$ cat src/rtl/z_core_pkg.sv
// Shared Z-Core definitions: datapath width and ALU operation codes.
// The decoder and the ALU both import this package.
package z_core_pkg;

  localparam int XLEN = 32;

  localparam logic [3:0] ALU_ADD  = 4'd0;
  localparam logic [3:0] ALU_SUB  = 4'd1;
  localparam logic [3:0] ALU_SLL  = 4'd2;
  localparam logic [3:0] ALU_SLT  = 4'd3;
  localparam logic [3:0] ALU_SLTU = 4'd4;
  localparam logic [3:0] ALU_XOR  = 4'd5;
  localparam logic [3:0] ALU_SRL  = 4'd6;
  localparam logic [3:0] ALU_SRA  = 4'd7;
  localparam logic [3:0] ALU_OR   = 4'd8;
  localparam logic [3:0] ALU_AND  = 4'd9;
  localparam logic [3:0] ALU_BEQ  = 4'd10;
  localparam logic [3:0] ALU_BNE  = 4'd11;
  localparam logic [3:0] ALU_BLT  = 4'd12;
  localparam logic [3:0] ALU_BGE  = 4'd13;
  localparam logic [3:0] ALU_BLTU = 4'd14;
  localparam logic [3:0] ALU_BGEU = 4'd15;

endpackage

$ cat src/rtl/z_core_alu_cmp.sv
// Combinational operand comparator shared by SLT/SLTU and all branch conditions.
module z_core_alu_cmp
  import z_core_pkg::*;
(
  input  logic [XLEN-1:0] a,
  input  logic [XLEN-1:0] b,
  output logic            eq,
  output logic            lt_signed,
  output logic            lt_unsigned
);

  assign eq          = (a == b);
  assign lt_signed   = ($signed(a) < $signed(b));
  assign lt_unsigned = (a < b);

endmodule

$ cat src/rtl/z_core_alu.sv
// Z-Core RV32I integer ALU: result and branch-taken flag, both registered
// with one cycle of latency and a synchronous active-high reset.
module z_core_alu
  import z_core_pkg::*;
(
  input  logic            clk,
  input  logic            rst,
  input  logic [XLEN-1:0] alu_in1,
  input  logic [XLEN-1:0] alu_in2,
  input  logic [3:0]      alu_inst_type,
  output logic [XLEN-1:0] alu_out,
  output logic            alu_branch
);

  logic            eq;
  logic            lt_signed;
  logic            lt_unsigned;
  logic [4:0]      shamt;
  logic [XLEN-1:0] result;
  logic            branch;

  z_core_alu_cmp u_cmp (
    .a           (alu_in1),
    .b           (alu_in2),
    .eq          (eq),
    .lt_signed   (lt_signed),
    .lt_unsigned (lt_unsigned)
  );

  // Only the low five bits of B are a shift amount; the rest are ignored.
  assign shamt = alu_in2[4:0];

  always_comb begin
    // NOTE: defaults first so every path assigns result/branch and no latch is inferred.
    result = '0;
    branch = 1'b0;
    case (alu_inst_type)
      ALU_ADD:  result = alu_in1 + alu_in2;
      ALU_SUB:  result = alu_in1 - alu_in2;
      ALU_SLL:  result = alu_in1 << shamt;
      ALU_SLT:  result = {{(XLEN-1){1'b0}}, lt_signed};
      ALU_SLTU: result = {{(XLEN-1){1'b0}}, lt_unsigned};
      ALU_XOR:  result = alu_in1 ^ alu_in2;
      ALU_SRL:  result = alu_in1 >> shamt;
      ALU_SRA:  result = $signed(alu_in1) >>> shamt;
      ALU_OR:   result = alu_in1 | alu_in2;
      ALU_AND:  result = alu_in1 & alu_in2;
      ALU_BEQ:  branch = eq;
      ALU_BNE:  branch = !eq;
      ALU_BLT:  branch = lt_signed;
      ALU_BGE:  branch = !lt_signed;
      ALU_BLTU: branch = lt_unsigned;
      ALU_BGEU: branch = !lt_unsigned;
    endcase
  end

  // NOTE: non-blocking assignments for registered state so all flops update together.
  always_ff @(posedge clk) begin
    if (rst) begin
      alu_out    <= '0;
      alu_branch <= 1'b0;
    end else begin
      alu_out    <= result;
      alu_branch <= branch;
    end
  end

endmodule

$ cat config.mk
export PLATFORM = sky130hd
export DESIGN_NAME = z_core_alu
export DESIGN_NICKNAME = d
export VERILOG_FILES = /design/src/rtl/z_core_pkg.sv /design/src/rtl/z_core_alu_cmp.sv /design/src/rtl/z_core_alu.sv
export SDC_FILE = /design/constraint.sdc
export NUM_CORES = 1
export LEC_CHECK = 0
export ABC_AREA = 1
export CORE_UTILIZATION = 25
export CTS_BUF_LIST = sky130_fd_sc_hd__clkbuf_16
export DETAILED_ROUTE_END_ITERATION = 10
export HOLD_SLACK_MARGIN = 0.12
export PLACE_DENSITY_LB_ADDON = 0.2
export SYNTH_ARGS = -nofsm -noshare
export SYNTH_HDL_FRONTEND = slang
export SYNTH_HIERARCHICAL = 1
export SYNTH_SLANG_ARGS = --single-unit
$ cat constraint.sdc
create_clock -name clk -period 8.2 [get_ports clk]
set_input_delay 0.82 -clock clk [delete_from_list [all_inputs] [get_ports clk]]
set_output_delay 0.82 -clock clk [all_outputs]
set_load 0.005 [all_outputs]
==> summary.txt <==
Floorplanning
  – Die height: 208.5 µm
  – I/O pins: 103
  – Area of the core: 0.04204 mm²
  – Initial Util: 25.35%
  – Die X: 208.5 µm
  – Row count: 75
  – Die area: 0.04346 mm²

Routing
  – Number of vias per cell: 5.119
  – Routed wire per std cell: 20.22 µm
  – Vias after detailed routing: 13130
  – DRC errors left: 0
  – Post-detailed-route count of antenna-violating nets: 0
  – Final wirelength: 51.84 mm
  – Initial DRC Count: 1421
  – DRT Pass-1 Iters: 6

Setup path
  – Req. time, crit path: 8420 ps
  – Crit. End Element: register
  – Worst Path Max Fanout: 72
  – Worst path arrival time: 5250 ps
  – Element type at the critical path start: primary input
  – WS Path Type: in -> reg

Timing
  – Number of setup violations in the final report: 0
  – Max-slew violation total from the final report: 0
  – Setup WS post-layout: 3170 ps
  – Max Freq: 198.8 MHz
  – Worst Max-Slew Pin Slew: 1025 ps
  – RSZ-0062 raised after global routing: false
  – Minimum clock period: 5030 ps
  – Slew Limit Headroom: 31.30%
  – Fin crit share: 61.34%
  – Fin Setup TNS: 0 ps
  – Final Hold Vio Count: 0

Power
  – Clock share of power: 22.3%
  – Max rail drop VDD: 0.00006181 V
  – Pint: 0.0005450 W
  – Power per cell area: 92.15 mW/mm²
  – Gate power share: 61.7%
  – Sw Ratio: 51.35%
  – LEAKAGE: 6.561 nW
  – Seq pwr share: 16.0%
  – Net Switching: 0.0005751 W

CTS
  – CTS Root Cell: clkbuf_16
  – # resized after CTS: 0
  – Max clock buf depth: 2
  – Worst-path clk slew: 80 ps
  – CTS Buf Count: 5
  – CTS tree: done
  – Clock net sink count: 33
  – Post-cts hold buffer count: 0
  – Setup Buffers After CTS: 0
  – H-tree levels: 2

Finish
  – Final #Nets: 2224
  – Commonest non-fill, non-tap cell in the layout: nand2_1
  – # diodes: 0
  – Multi-input gate area: 0.008453 mm²
  – Area Overhead vs Synth: 14.05%
  – Most frequent cells in the layout: 639 x nand2_1, 369 x nand3_1, 276 x inv_1
  – Filler Cells Inserted: 4850
  – Share of layout cells above drive strength 1: 3.852%
  – Register area: 660.6 µm²

Hold path
  – Worst Hold Class: in -> reg
  – WHS Path Cells: 4

Placement
  – Buffers on Ports: 102
  – Detailed placer's ending HPWL: 41.96 mm
  – Setup WS pre-CTS: 2898 ps
  – GP Congestion: 0.9800

Global route
  – Gr usage total: 23.67%
  – First-pass GRT wire length: 77.36 mm
  – Global route overflow: 0
  – Largest net degree at the start of global routing: 73
  – Initial antenna violation count: 1
  – Vias in the first global route: 12260

Yosys
  – Register area share after synthesis: 6.199%
  – Top FF cell, synth: dfxtp_1
  – Syn nets: 2177
  – Post-synth EDFFs: 0
  – Yosys reg bits: 33
  – Avg Synthesized Cell Area: 5.391 µm²
  – Synth Cell Area: 0.01066 mm²
  – Cell variety after synth: 54
  – Fraction of registers with async set/reset: 0%
  – Synth Warn #: 6
  – Gate Count Post-Synth: 1977

Job
  – Total of max-cap violations: 0

Run status
  – Status: completed
-- power groups by stage --
stage / clock network [W] / logic, W / registers, W
finish: 0.000250 / 0.000691 / 0.000179
global route: 0.000257 / 0.000770 / 0.000180
CTS: 0.000252 / 0.000684 / 0.000179
detailed placement: 0 / 0.000680 / 0.000183
global placement: 0 / 0.000680 / 0.000183
floorplan: 0 / 0.000436 / 0.000181
-- final timing paths --
| path | end | slack, ps | startpoint |
|---|---|---|---|
| setup / recovery | alu_out[25] | 3170 | alu_in2[1] |
| hold / removal | alu_out[2] | 1220 | alu_in2[4] |
-- cell families (layout without fill, tap and decap cells) --
kind of cell	Yosys count	count (layout)	share of synthesized area, %
buffers and inverters	365	413	14.53
flip-flops	33	33	6.199
adder cells (fa/ha/maj)	130	130	15.33
XOR/XNOR	30	30	2.465
AO/OA/AOI/OAI	188	188	10.64
AND/OR/NAND/NOR	1231	1231	50.83
-- metal layers --
metal	GRT usage (%)	share of wire, %	vias to the layer above	wire length (µm)
li1	-	-	6500	-
met1	33.23	46	6019	24080
met2	38.06	44	552	22880
met3	2.521	6.7	55	3461
met4	6.411	2.7	0	1419
met5	0	0	-	0
-- sequential cells by signal (all words and copies together), names as in the netlist --
register	count
alu_out	32
alu_branch	1
-- critical path, stage by stage --
cell     delay [ps]
buf_2            90
buf_4           330
inv_2           100
buf_4           630
ha_1            350
nand4_1         180
nor2_2          210
nand2_1         140
nor2_1          230
nand3_1         180
nand2_1         150
nand2_1          80
xor2_1          160
ha_1            360
nand2_1         120
nor2_1          240
nand2_1         120
nor2_1          110
nand2_1          90
nand4_1         100
nand3_1         110
a21oi_1         290
-- synthesized netlist by cell type (all sizes together), types with 5 or more instances --
cell	n	area, µm²
nand2	653	2520
nand3	372	1884
inv	288	1094
nor2	155	665.6
ha	129	1614
a21oi	77	392.9
buf	63	402.9
o21ai	47	242.7
dfxtp	33	660.6
xor2	28	245.2
o211ai	25	187.7
nand4	21	131.4
nor3	12	93.84
clkbuf	11	41.29
o2111ai	11	96.34
or2	7	43.80
a221oi	6	52.55
a211oi	5	37.54
a31oi	5	31.28
nand3b	5	37.54
-- area by class of cell --
type / instances / area share, %
Tap cell: 539 / 5.548
Inverter: 291 / 9.089
Sequential cell: 33 / 5.435
Multi-Input combinational cell: 1579 / 69.54
Timing Repair Buffer: 114 / 8.976
Clock inverter: 3 / 0.3809
Clock buffer: 5 / 1.029
-- through the flow --
stage          hold WS, ps  instance area (µm²)  total power (W)  util [%]  instances
2_1_floorplan         1104                10660        0.0006162         -       1977
3_3_place_gp          1521                11980        0.0008637     28.51       2556
3_5_place_dp          1517                11980        0.0008627     28.51       2556
4_1_cts               1192                12160         0.001115     28.91       2564
5_1_grt               1245                12160         0.001206     28.91       2564
6_report              1216                12160         0.001120     28.91       2564
(Power assumes the default switching activity.)
